**config.mk**
```make
export PLATFORM = sky130hd
export DESIGN_NAME = dmem_arbiter
export DESIGN_NICKNAME = d
export VERILOG_FILES = /design/src/rtl/dmem_arb_pkg.sv /design/src/rtl/dmem_arbiter.sv
export SDC_FILE = /design/constraint.sdc
export NUM_CORES = 1
export LEC_CHECK = 0
export ABC_AREA = 1
export CORE_AREA = 5 5 114 116
export CTS_CLUSTER_SIZE = 40
export DETAILED_ROUTE_END_ITERATION = 16
export DIE_AREA = 0 0 119 121
export GPL_TIMING_DRIVEN = 1
export SLEW_MARGIN = 20
export SYNTH_ARGS = -nofsm -noshare
export SYNTH_HDL_FRONTEND = slang
export SYNTH_SLANG_ARGS = --single-unit
```
**constraint.sdc**
```tcl
create_clock -name clk -period 1.3 [get_ports clk]
set_input_delay 0.26 -clock clk [delete_from_list [all_inputs] [get_ports clk]]
set_output_delay 0.26 -clock clk [all_outputs]
set_load 0.005 [all_outputs]
```
**src/rtl/dmem_arb_pkg.sv**
```systemverilog
// Shared types and constants for the data-memory arbiter between the
// Memory stage (CPU port) and the DMA/loader port.
package dmem_arb_pkg;

   typedef enum logic {
      CPU_OWN = 1'b0,
      DMA_OWN = 1'b1
   } arb_state_t;

   // DataMemory ADTP encoding for a full-word access; DMA is always word-sized.
   localparam logic ADTP_WORD = 1'b1;

endpackage

```
**src/rtl/dmem_arbiter.sv**
```systemverilog
// Single-port DataMemory arbiter: CPU has priority, DMA gets locked bursts
// bounded by MAX_BURST, and a starvation counter bounds how long DMA waits.
module dmem_arbiter
   import dmem_arb_pkg::*;
#(
   parameter int D_WIDTH      = 32,
   parameter int STARVE_LIMIT = 8,
   parameter int MAX_BURST    = 16
) (
   input  logic               clk,
   input  logic               rst_n,
   input  logic               cpu_req,
   input  logic               cpu_we,
   input  logic               cpu_atype,
   input  logic [D_WIDTH-1:0] cpu_addr,
   input  logic [D_WIDTH-1:0] cpu_wdata,
   output logic [D_WIDTH-1:0] cpu_rdata,
   output logic               stall_m,
   input  logic               dma_req,
   input  logic               dma_we,
   input  logic [D_WIDTH-1:0] dma_addr,
   input  logic [D_WIDTH-1:0] dma_wdata,
   input  logic               dma_last,
   output logic               dma_gnt,
   output logic [D_WIDTH-1:0] dma_rdata,
   output logic               dma_rvalid,
   output logic               mem_we,
   output logic               mem_atype,
   output logic [D_WIDTH-1:0] mem_addr,
   output logic [D_WIDTH-1:0] mem_wdata,
   input  logic [D_WIDTH-1:0] mem_rdata
);

   localparam int SW = $clog2(STARVE_LIMIT + 1);
   localparam int BW = (MAX_BURST > 1) ? $clog2(MAX_BURST) : 1;
   localparam logic [SW-1:0] STARVE_MAX = SW'(STARVE_LIMIT);
   localparam logic [BW-1:0] BEAT_MAX   = BW'(MAX_BURST - 1);

   arb_state_t    state_r;
   arb_state_t    state_nxt_s;
   logic [SW-1:0] starve_cnt_r;
   logic [BW-1:0] beat_cnt_r;
   logic          dma_exit_s;

   // Ownership state plus starvation and burst-length counters.
   always_ff @(posedge clk or negedge rst_n) begin
      if (!rst_n) begin
         state_r      <= CPU_OWN;
         starve_cnt_r <= {SW{1'b0}};
         beat_cnt_r   <= {BW{1'b0}};
      end else begin
         state_r <= state_nxt_s;
         case (state_r)
            CPU_OWN: begin
               beat_cnt_r <= {BW{1'b0}};
               if (state_nxt_s == DMA_OWN) begin
                  starve_cnt_r <= {SW{1'b0}};
               end else if (cpu_req && dma_req && (starve_cnt_r != STARVE_MAX)) begin
                  starve_cnt_r <= starve_cnt_r + SW'(1);
               end else begin
                  starve_cnt_r <= starve_cnt_r;
               end
            end
            DMA_OWN: begin
               starve_cnt_r <= {SW{1'b0}};
               // Staying in DMA_OWN implies a beat was accepted this cycle.
               if (dma_exit_s) begin
                  beat_cnt_r <= {BW{1'b0}};
               end else begin
                  beat_cnt_r <= beat_cnt_r + BW'(1);
               end
            end
            default: begin
               starve_cnt_r <= {SW{1'b0}};
               beat_cnt_r   <= {BW{1'b0}};
            end
         endcase
      end
   end

   // Next-state decision, memory mux and handshake; all outputs forced low in reset.
   always_comb begin
      state_nxt_s = state_r;
      dma_exit_s  = 1'b0;
      cpu_rdata   = {D_WIDTH{1'b0}};
      stall_m     = 1'b0;
      dma_gnt     = 1'b0;
      dma_rdata   = {D_WIDTH{1'b0}};
      dma_rvalid  = 1'b0;
      mem_we      = 1'b0;
      mem_atype   = 1'b0;
      mem_addr    = {D_WIDTH{1'b0}};
      mem_wdata   = {D_WIDTH{1'b0}};
      case (state_r)
         CPU_OWN: begin
            if (dma_req && (!cpu_req || (starve_cnt_r == STARVE_MAX))) begin
               state_nxt_s = DMA_OWN;
            end else begin
               state_nxt_s = CPU_OWN;
            end
            if (rst_n) begin
               mem_we    = cpu_req & cpu_we;
               mem_atype = cpu_atype;
               mem_addr  = cpu_addr;
               mem_wdata = cpu_wdata;
               cpu_rdata = mem_rdata;
            end else begin
               mem_we = 1'b0;
            end
         end
         DMA_OWN: begin
            if (!dma_req || dma_last || (beat_cnt_r == BEAT_MAX)) begin
               state_nxt_s = CPU_OWN;
               dma_exit_s  = 1'b1;
            end else begin
               state_nxt_s = DMA_OWN;
            end
            if (rst_n) begin
               mem_we     = dma_req & dma_we;
               mem_atype  = ADTP_WORD;
               mem_addr   = dma_addr;
               mem_wdata  = dma_wdata;
               dma_gnt    = dma_req;
               dma_rvalid = dma_req & ~dma_we;
               dma_rdata  = mem_rdata;
               stall_m    = cpu_req;
            end else begin
               mem_we = 1'b0;
            end
         end
         default: begin
            state_nxt_s = CPU_OWN;
         end
      endcase
   end

endmodule
```
# Yosys cells after proc, flatten, opt, wreduce, memory -nomap -nowiden
# Index checks and enable logic that the tools add are counted.
[word_totals]
inputBits = 168
reg_bits = 9
word_cells = 53
[classes]
n_addsub = 2
bitwise = 5
reduce_logical = 8
eq_ne = 4
muxes = 31
[ops]
columns = ["cell", "n"]
rows = [
  ["32-bit two-way mux", 7],
  ["32-bit case mux with 2 select lines", 2],
  ["4-bit case mux with 2 select lines", 2],
  ["1-bit two-way mux", 14],
  ["4-bit two-way mux", 3],
  ["4-bit by 1-bit adder with 4-bit output (second input constant)", 2],
  ["4-bit equality test (second input constant)", 2],
  ["1-bit case mux with 2 select lines", 3],
  ["4-bit != test (second input constant)", 1],
  ["1-bit bitwise AND", 3],
  ["1-bit logical AND", 3],
  ["1-bit logical OR", 3],
  ["3-bit != test (second input constant)", 1],
  ["1-bit zero test", 2],
  ["1-bit NOT", 2],
]

# Longest topological paths before layout
# Gate-level depths: netlist of run 1.
[depth]
depth_word = 7
ltp_mapped = 7
mapped_depth_nobuf = 7

# Least setup slack after synthesis of run 1
# OpenSTA, ideal clock, no wires.
[synth_timing]
kind = "register to output"
from = "reg state_r"
to = "out mem_wdata[12]"
setup_slack_ps = 23
path_stages_with_launch = 6
t_arrival_ps = 1017
cell_sequence = "dfrtp_1 buf_2 inv_2 clkbuf_1 nand3_1 nand2_1"
[synth_via]
elab_chain_cells = 2
[synth_rtl]
columns = ["element", "line", "text"]
rows = [
  ["from (decl)", "dmem_arbiter.sv:39", "arb_state_t state_r;"],
  ["from (signal assigned)", "dmem_arbiter.sv:52", "state_r <= state_nxt_s;"],
  ["1-bit NOT", "--", ""],
  ["32-bit case mux with 2 select lines (*)", "dmem_arbiter.sv:94", "case (state_r)"],
  ["to (decl)", "dmem_arbiter.sv:30", "output logic [D_WIDTH-1:0] mem_wdata,"],
]
# Every way passes the cells marked *; elsewhere a longest branch is shown, timed or not.

# Final worst setup path of run 1
[layout_timing]
from = "reg state_r"
to = "out mem_wdata[10]"
# Same word-level chain as after synthesis.

==> results.toml, run 1 <==
[routing]
drt.antenna.violating_nets = 0
num_vias = 3937
route.detailed.drc = 0
dr.pass1.iters = 4
routed_via_density = 4.39
drt_wl_total_um = 15600
avgRoutedWirePerCell_um = 17.4
first_iter_violations = 213

[sta]
finalHoldViolations = 0
fmax_ghz = 0.553
rsz0062_at_grt = "true"
clock_skew_ns = 0.000299
setup_viol = 139
fin_crit_ns = 1.81
fin_ws_ns = -0.508
whs_ns = 0.169
post-route-period-util = 1.39
fin_tns_setup_ns = -48.88
tightestPinTransition_ns = 0.309
slew_viol_final = 0
relSlewSlack = 0.794

[status]
violations = "negative setup slack"
run_status = "finished with violations"

[placed_design]
pre_cts_ws_ns = -0.583
gp_congestion = 0.911
io_buffers = 300
hpwlAfterDp_um = 10500
place_inst = 820

[setup_path]
worst-path-buf-inv = 7
critPathSlowestCell = "dfrtp_2"
crit_top_cell = "buf_6"
endpoint_kind = "output port"
worstPathRequired_ns = 1.04
worst-setup-path-type = "reg2out"
critPathTopFamily = "buffers and inverters"
path_cells = "inv_8 -> buf_6 -> buf_12 -> buf_12 -> buf_16 -> buf_6 -> nand3_4 -> nand2_2 -> buf_6"
max_stage_delay_ns = 0.44
cp_data_arrival_time_ns = 1.55
startpoint_type = "flop"
cp_max_fo = 8

[logic_synthesis]
synth_area_leader_cell = "nand2_1"
synthTopCellsByArea = "nand2_1 30%, nand3_1 20%, nor2_1 15%"
synth_cell_types = 19
avgSynthCellArea_um2 = 4.78
yosysWarnings = 0
seq_area_frac_synth = 0.124
ys_seq_elements = 9
syn_area_mm2 = 0.00182
synth.net_count = 552
synth_top_area_share = 0.297
syn_inst = 381

[cts]
cts_root_buffer = "clkbuf_16"
clock_path_buffers = 2
clock-sinks = 9
insertion_delay_ns = 0.24
path_clk_slew_ns = 0.04
htree_levels = 1
cts_buffers = 3
hold_buffers = 0
cts_tree = "yes"

[finish]
fill_cells = 1100
syn2layout_area_growth_pct = 259
finalNetCount = 921
diodes = 0
fin_util = 0.553
drive_gt1_frac = 0.531
multi_input_area_mm2 = 0.00205
mostFrequentLayoutCell = "clkdlybuf4s50_1"
mostFrequentLayoutCells = "166 x clkdlybuf4s50_1, 101 x buf_2, 84 x nand2_1"
seq_area_um2 = 226
final_cells = 896

[floorplan]
core_area_mm2 = 0.0118
fp.dieArea_mm2 = 0.0144
die_h_um = 121
rows = 40
start_util = 0.154
fp.dieW_um = 119
io_pins = 301

[job]
cap_viol_max_count = 0

[pwr]
ir_worst_vdd_mv = 0.440
p_leak_nw = 3.33
power_density_mw_per_mm2 = 784

[global_routing]
busiest_layer = "met2"
grt_max_degree = 47
grt_pass1_wl_um = 20500
grtUsageTotal = 0.178
use_met3 = 0.0275
grt_util_met2 = 0.335
grt_pass1_vias = 3580
overflow = 0
grt_use_met1 = 0.217
antenna_found_initial = 0

[worst_hold_path]
min_path_type = "in2async"
-- path summary, 6_finish.rpt --
| path | start | to | slack (ns) | cells past startpoint |
|---|---|---|---|---|
| max in group asynchronous | rst_n | state_r$_DFF_PN0_ | 0.76 | 4 |
| setup reg to reg | state_r$_DFF_PN0_ | starve_cnt_r[0]$_DFFE_PN0P_ | -0.28 | 10 |
| setup / recovery | state_r$_DFF_PN0_ | mem_wdata[10] | -0.51 | 9 |
| hold reg to reg | beat_cnt_r[0]$_DFF_PN0_ | beat_cnt_r[0]$_DFF_PN0_ | 0.47 | 1 |
| min in group clk | beat_cnt_r[0]$_DFF_PN0_ | beat_cnt_r[0]$_DFF_PN0_ | 0.47 | 1 |
| hold / removal | rst_n | beat_cnt_r[1]$_DFF_PN0_ | 0.17 | 2 |
-- power breakdown --
part	switching [mW]	total (mW)	internal (mW)
Combinational	1.80	4.23	2.43
Clock	0.140	0.550	0.410
Sequential	0.0367	0.345	0.308
-- metal layers --
layer  routed length (um)  part of all wire  vias up
li1                     -                 -     1915
met1                 6190              0.40     1849
met2                 8390              0.54      154
met3                  806             0.052       19
met4                  240             0.015        0
met5                    0                 0        -
-- worst reg2reg max path: stages (launching register included) --
cell,delay [ns]
dfrtp_2,0.46
inv_8,0.09
buf_4,0.10
buf_6,0.12
buf_12,0.12
buf_8,0.10
buf_6,0.13
nand3_4,0.08
nand2_4,0.09
nand3_2,0.07
o21ai_1,0.12
-- metrics by stage --
step,instance area (um2),total power [mW]
after floorplan,1820,1.23
after global placement,5110,3.02
after detailed placement,5110,3.04
after CTS,5660,4.26
after global routing,6540,5.40
final,6540,5.12
-- what timing repair did --
item,in CTS,in global routing
gates resized for setup,428,382
pin swaps,22,42
endpoints found under the setup margin,136,139
hold endpoints to repair,0,0
cloned,9,8
setup buffers,30,33
-- sequential cells by signal, summed over array words and instances (netlist names) --
signal        count
beat_cnt_r        4
starve_cnt_r      4
state_r           1
-- kinds of logic (layout without fill, tap and decap cells) --
group / Yosys count / in the layout / share of synthesized area
flip-flops: 9 / 9 / 0.124
buffers and inverters: 67 / 435 / 0.163
AND/OR/NAND/NOR: 293 / 293 / 0.662
adder cells (fa/ha/maj): 3 / 3 / 0.0206
XOR/XNOR: 2 / 2 / 0.00962
AO/OA/AOI/OAI: 7 / 7 / 0.0206
-- cells in the mapped netlist, drive strengths merged --
cell type  number
nand2         145
nand3          72
nor2           72
inv            40
buf            25
dfrtp           9
a21oi           3
ha              3
o21ai           3
clkbuf          2
nor3            2
nand3b          1
nand4           1
o21bai          1
xnor2           1
xor2            1
-- final cells by class --
cell class | instances | area share
Multi-Input combinational cell | 305 | 0.313
Sequential cell | 9 | 0.0346
Clock buffer | 4 | 0.0121
Tap cell | 147 | 0.0281
Inverter | 40 | 0.0253
Timing Repair Buffer | 391 | 0.587
No activity file was read; power rests on OpenSTA's default activity.
==> run 2, diff against run 1 <==
--- a/config.mk
+++ b/config.mk
@@ -11,6 +11,7 @@
 export DETAILED_ROUTE_END_ITERATION = 16
 export DIE_AREA = 0 0 119 121
 export GPL_TIMING_DRIVEN = 1
+export HOLD_SLACK_MARGIN = 0.15
 export SLEW_MARGIN = 20
 export SYNTH_ARGS = -nofsm -noshare
 export SYNTH_HDL_FRONTEND = slang
==> run 2 against run 1 <==
Net effect: the run still ends with negative setup slack left; sequential share of layout area about the same; flip-flop and latch count did not move; cell count is 0.11% lower; global-route usage is essentially flat; sequential power about the same; total power down 0.60%; via count is the same; die area unchanged; register-to-register slack barely moved; maximum frequency decreased by 0.21%; core utilization fell by 0.16 points; critical path depth did not move.
==> results.toml, run 2 (synthesis results as in run 1) <==
[status]
run_status = "finished with violations"
violations = "negative setup slack"

[pwr]
p_seq_frac = 0.068
p_leak_nw = 3.32
swShare = 0.387
comb_power_share = 0.824
power.clock.fraction = 0.108
total_power_mw = 5.09
power_density_mw_per_mm2 = 781
ir_worst_vdd_mv = 0.408
p_int_mw = 3.12
switching_power_mw = 1.97

[floorplan]
rows = 40
start_util = 0.154
fp.dieArea_mm2 = 0.0144
io_pins = 301
die_h_um = 121
core_area_mm2 = 0.0118
fp.dieW_um = 119

[finish]
reg_top3 = "beat_cnt_r (4), starve_cnt_r (4), state_r (1)"
mostFrequentLayoutCells = "166 x clkdlybuf4s50_1, 101 x buf_2, 83 x nand2_1"
final_cells = 895
fin_util = 0.552
diodes = 0
drive_gt1_frac = 0.528
seq_area_um2 = 226
mostFrequentLayoutCell = "clkdlybuf4s50_1"
syn2layout_area_growth_pct = 258
multi_input_area_mm2 = 0.00204
fin_area_mm2 = 0.00652
finalNetCount = 920
fill_cells = 1103

[setup_path]
worstPathRequired_ns = 1.04
path_cells = "inv_8 -> buf_6 -> buf_12 -> buf_12 -> buf_16 -> buf_6 -> nand3_4 -> nand2_2 -> buf_6"
critPathSlowestCell = "dfrtp_2"
crit_cells = 9
startpoint_type = "flop"
crit_top_cell = "buf_6"
cp_max_fo = 8
cp_data_arrival_time_ns = 1.55
max_stage_delay_ns = 0.44
worst-path-buf-inv = 7
r2r-end = "starve_cnt_r[0]$_DFFE_PN0P_"
worst-setup-path-type = "reg2out"
r2r-start = "state_r$_DFF_PN0_"
critPathTopFamily = "buffers and inverters"
reg2regPathDepth = 10
endpoint_kind = "output port"
regToRegSetupSlack_ns = -0.28

[routing]
drt.antenna.violating_nets = 0
first_iter_violations = 174
routed_via_density = 4.40
drt_wl_total_um = 15700
route.detailed.drc = 0
num_vias = 3937
avgRoutedWirePerCell_um = 17.5
dr.pass1.iters = 4

[cts]
path_clk_slew_ns = 0.04
cts_root_buffer = "clkbuf_16"
insertion_delay_ns = 0.24
cts_buffers = 3
clock-sinks = 9
cts_tree = "yes"
htree_levels = 1
clock_path_buffers = 2

[sta]
rsz0062_at_grt = "true"
tightestPinTransition_ns = 0.302
clock_skew_ns = 0.00108
finalHoldViolations = 0
fin_crit_ns = 1.81
whs_ns = 0.414
fin_ws_ns = -0.512
fin_tns_setup_ns = -48.58
relSlewSlack = 0.799
slew_viol_final = 0
setup_viol = 139
post-route-period-util = 1.39
fmax_ghz = 0.552

[placed_design]
io_buffers = 300
hpwlAfterDp_um = 10500
place_inst = 820
gp_congestion = 0.911
pre_cts_ws_ns = -0.583
post_dp_cell_area_mm2 = 0.00511

[global_routing]
grtUsageTotal = 0.178
overflow = 0
grt_pass1_vias = 3576
antenna_found_initial = 0
grt_pass1_wl_um = 20500
grt_max_degree = 44

[worst_hold_path]
min_path_type = "in2async"

[job]
cap_viol_max_count = 0
==> run 2: final cells by class <==
class	count	area share
Timing Repair Buffer	390	0.587
Multi-Input combinational cell	305	0.313
Sequential cell	9	0.0347
Tap cell	147	0.0282
Inverter	40	0.0253
Clock buffer	4	0.0121
==> run 2: power groups by stage <==
stage	registers, mW	logic (mW)	clock network (mW)
3_3_place_gp	0.335	2.68	0
5_1_grt	0.348	4.46	0.562
4_1_cts	0.344	3.37	0.550
2_1_floorplan	0.323	0.903	0
3_5_place_dp	0.337	2.70	0
6_report	0.345	4.20	0.550
==> run 2: worst max path at each step <==
stage	from	end	slack [ns]
after CTS	state_r$_DFF_PN0_	dma_gnt	-0.64
after detailed placement	dma_req	mem_we	-0.58
after global placement	dma_req	mem_we	-0.59
after floorplan	state_r$_DFF_PN0_	mem_wdata[12]	0.02
after global routing	state_r$_DFF_PN0_	mem_wdata[10]	-0.57
final	state_r$_DFF_PN0_	mem_wdata[10]	-0.51
==> run 2: worst min-delay path, delay by kind of cell <==
kind                   cells  cell delay [ns]
buffers and inverters      4             0.70
==> run 2: timing repair <==
item                                    in CTS  in global routing
hold buffers                                 1                  0
buffers inserted                            30                 30
hold endpoints to repair                     4                  0
endpoints found under the setup margin     136                139
gates resized for setup                    428                376
gates cloned                                 9                  8
pin swaps                                   22                 40
==> run 2: metal layers <==
metal  GRT usage  vias up  wire (um)
met1       0.215     1845       6210
met4      0.0275        0        238
met5           0        -          0
met2       0.335      155       8410
met3      0.0298       21        804
li1            -     1916          -
==> run 3, diff against run 2 <==
--- a/config.mk
+++ b/config.mk
@@ -12,6 +12,7 @@
 export DIE_AREA = 0 0 119 121
 export GPL_TIMING_DRIVEN = 1
 export HOLD_SLACK_MARGIN = 0.15
+export PLACE_DENSITY = 0.73
 export SLEW_MARGIN = 20
 export SYNTH_ARGS = -nofsm -noshare
 export SYNTH_HDL_FRONTEND = slang
==> run 3 against run 2 <==
Net effect: the run still ends with negative setup slack left; largest cell class unchanged; die area unchanged; clock-buffer cell count is the same; sequential power about the same; first-iteration DRC count fell by 4.0%; critical path depth fell by 2; global-route usage fell by 2.5 points.
==> results.toml, run 3 (synthesis results as in run 1) <==
[finish]
fin_area_mm2 = 0.00584
fill_cells = 1150
diodes = 0
drive_gt1_frac = 0.446
reg_top3 = "beat_cnt_r (4), starve_cnt_r (4), state_r (1)"
mostFrequentLayoutCell = "clkdlybuf4s50_1"
finalNetCount = 897
mostFrequentLayoutCells = "165 x clkdlybuf4s50_1, 90 x nand2_1, 81 x buf_2"
syn2layout_area_growth_pct = 220

[cts]
insertion_delay_ns = 0.23
clock-sinks = 9
path_clk_slew_ns = 0.04
clock_path_buffers = 2
cts_tree = "yes"
cts_root_buffer = "clkbuf_16"
htree_levels = 1
cts_buffers = 3

[pwr]
power.clock.fraction = 0.124
comb_power_share = 0.798
ir_worst_vdd_mv = 0.561
p_int_mw = 2.64
swShare = 0.398
p_seq_frac = 0.078
p_leak_nw = 3.10
power_density_mw_per_mm2 = 752
switching_power_mw = 1.74

[setup_path]
endpoint_kind = "output port"
worst-setup-path-type = "reg2out"
worstPathRequired_ns = 1.04
startpoint_type = "flop"
cp_data_arrival_time_ns = 1.44
reg2regPathDepth = 8
cp_max_fo = 6

[sta]
rsz0062_at_grt = "true"
fmax_ghz = 0.589
whs_ns = 0.261
post-route-period-util = 1.31
tightestPinTransition_ns = 0.259
clock_skew_ns = 0.00237
fin_crit_ns = 1.70
finalHoldViolations = 0
relSlewSlack = 0.827
setup_viol = 138
fin_ws_ns = -0.398
fin_tns_setup_ns = -42.55
slew_viol_final = 0

[routing]
drt_wl_total_um = 14700
route.detailed.drc = 0
routed-wl-met2_um = 7720
first_iter_violations = 167
routed_via_density = 4.29
highest_layer = "met4"
dr.pass1.iters = 4
wl_met1_um = 5630
wl_met3_um = 973
avgRoutedWirePerCell_um = 16.9
drt.antenna.violating_nets = 0
num_vias = 3737

[global_routing]
antenna_found_initial = 0
grtUsageTotal = 0.153
overflow = 0
grt_pass1_wl_um = 17900
grt_max_degree = 33
grt_pass1_vias = 3275

[placed_design]
io_buffers = 300
gp_congestion = 0.849
post_dp_cell_area_mm2 = 0.00511
pre_cts_ws_ns = -0.631
hpwlAfterDp_um = 9810

[floorplan]
rows = 40
die_h_um = 121
fp.dieArea_mm2 = 0.0144
fp.dieW_um = 119
core_area_mm2 = 0.0118
start_util = 0.154
io_pins = 301

[worst_hold_path]
min_path_type = "in2async"

[status]
violations = "negative setup slack"
run_status = "finished with violations"

[job]
cap_viol_max_count = 0
-- run 3: changes by cell type in the layout (fill, tap and decap cells not counted), sizes merged --
cell	delta
dlymetal6s2s	+2
clkinv	+1
clkdlybuf4s50	-1
clkdlybuf4s15	-7
inv	-1
buf	-48
clkbuf	+31
-- run 3: final timing paths --
check | startpoint | to | slack, ns
max | state_r$_DFF_PN0_ | mem_addr[21] | -0.40
min | rst_n | beat_cnt_r[2]$_DFF_PN0_ | 0.26
max reg2reg | state_r$_DFF_PN0_ | starve_cnt_r[1]$_DFFE_PN0P_ | -0.08
min reg2reg | beat_cnt_r[0]$_DFF_PN0_ | beat_cnt_r[0]$_DFF_PN0_ | 0.47
max in group asynchronous | rst_n | state_r$_DFF_PN0_ | 0.24
min in group clk | beat_cnt_r[0]$_DFF_PN0_ | beat_cnt_r[0]$_DFF_PN0_ | 0.47
-- run 3: layout make-up --
type / instances / area (um2) / area share
sequential: 9 / 226 / 0.0388
timing repair buffer: 367 / 3390 / 0.582
inverter: 40 / 170 / 0.0292
tap: 147 / 184 / 0.0315
clock buffer: 4 / 78.8 / 0.0135
multi-input combinational: 305 / 1780 / 0.305
-- run 3: power groups by stage --
stage,combinational (mW),sequential (mW),clock (mW)
2_1_floorplan,0.903,0.323,0
6_report,3.50,0.343,0.542
5_1_grt,3.75,0.347,0.567
3_5_place_dp,2.67,0.337,0
3_3_place_gp,2.66,0.335,0
4_1_cts,2.83,0.337,0.548
-- run 3: routing by layer --
metal | track usage | vias up
met3 | 0.0275 | 28
met2 | 0.297 | 172
met5 | 0 | -
met1 | 0.177 | 1674
li1 | - | 1863
met4 | 0.0210 | 0
-- run 3: per-stage QoR --
step / util / instances / power [mW]
global placement: 0.433 / 825 / 2.99
finish: 0.494 / 872 / 4.39
CTS: 0.456 / 836 / 3.71
floorplan: - / 381 / 1.23
global route: 0.494 / 872 / 4.66
detailed placement: 0.433 / 825 / 3.00
-- run 3: critical path: stages (launching register included) --
cell,delay [ns]
dfrtp_2,0.46
nand2_4,0.13
clkinv_8,0.09
clkbuf_16,0.17
buf_4,0.14
nand2_2,0.05
nand2_1,0.04
buf_2,0.12
-- run 3: what timing repair did --
action / in CTS / in global routing
hold buffers: 1 / 0
endpoints found under the hold margin: 5 / 0
endpoints found under the setup margin: 139 / 141
cloned: 3 / 13
pin swaps: 0 / 10
gates resized for setup: 182 / 441
buffers inserted: 3 / 24
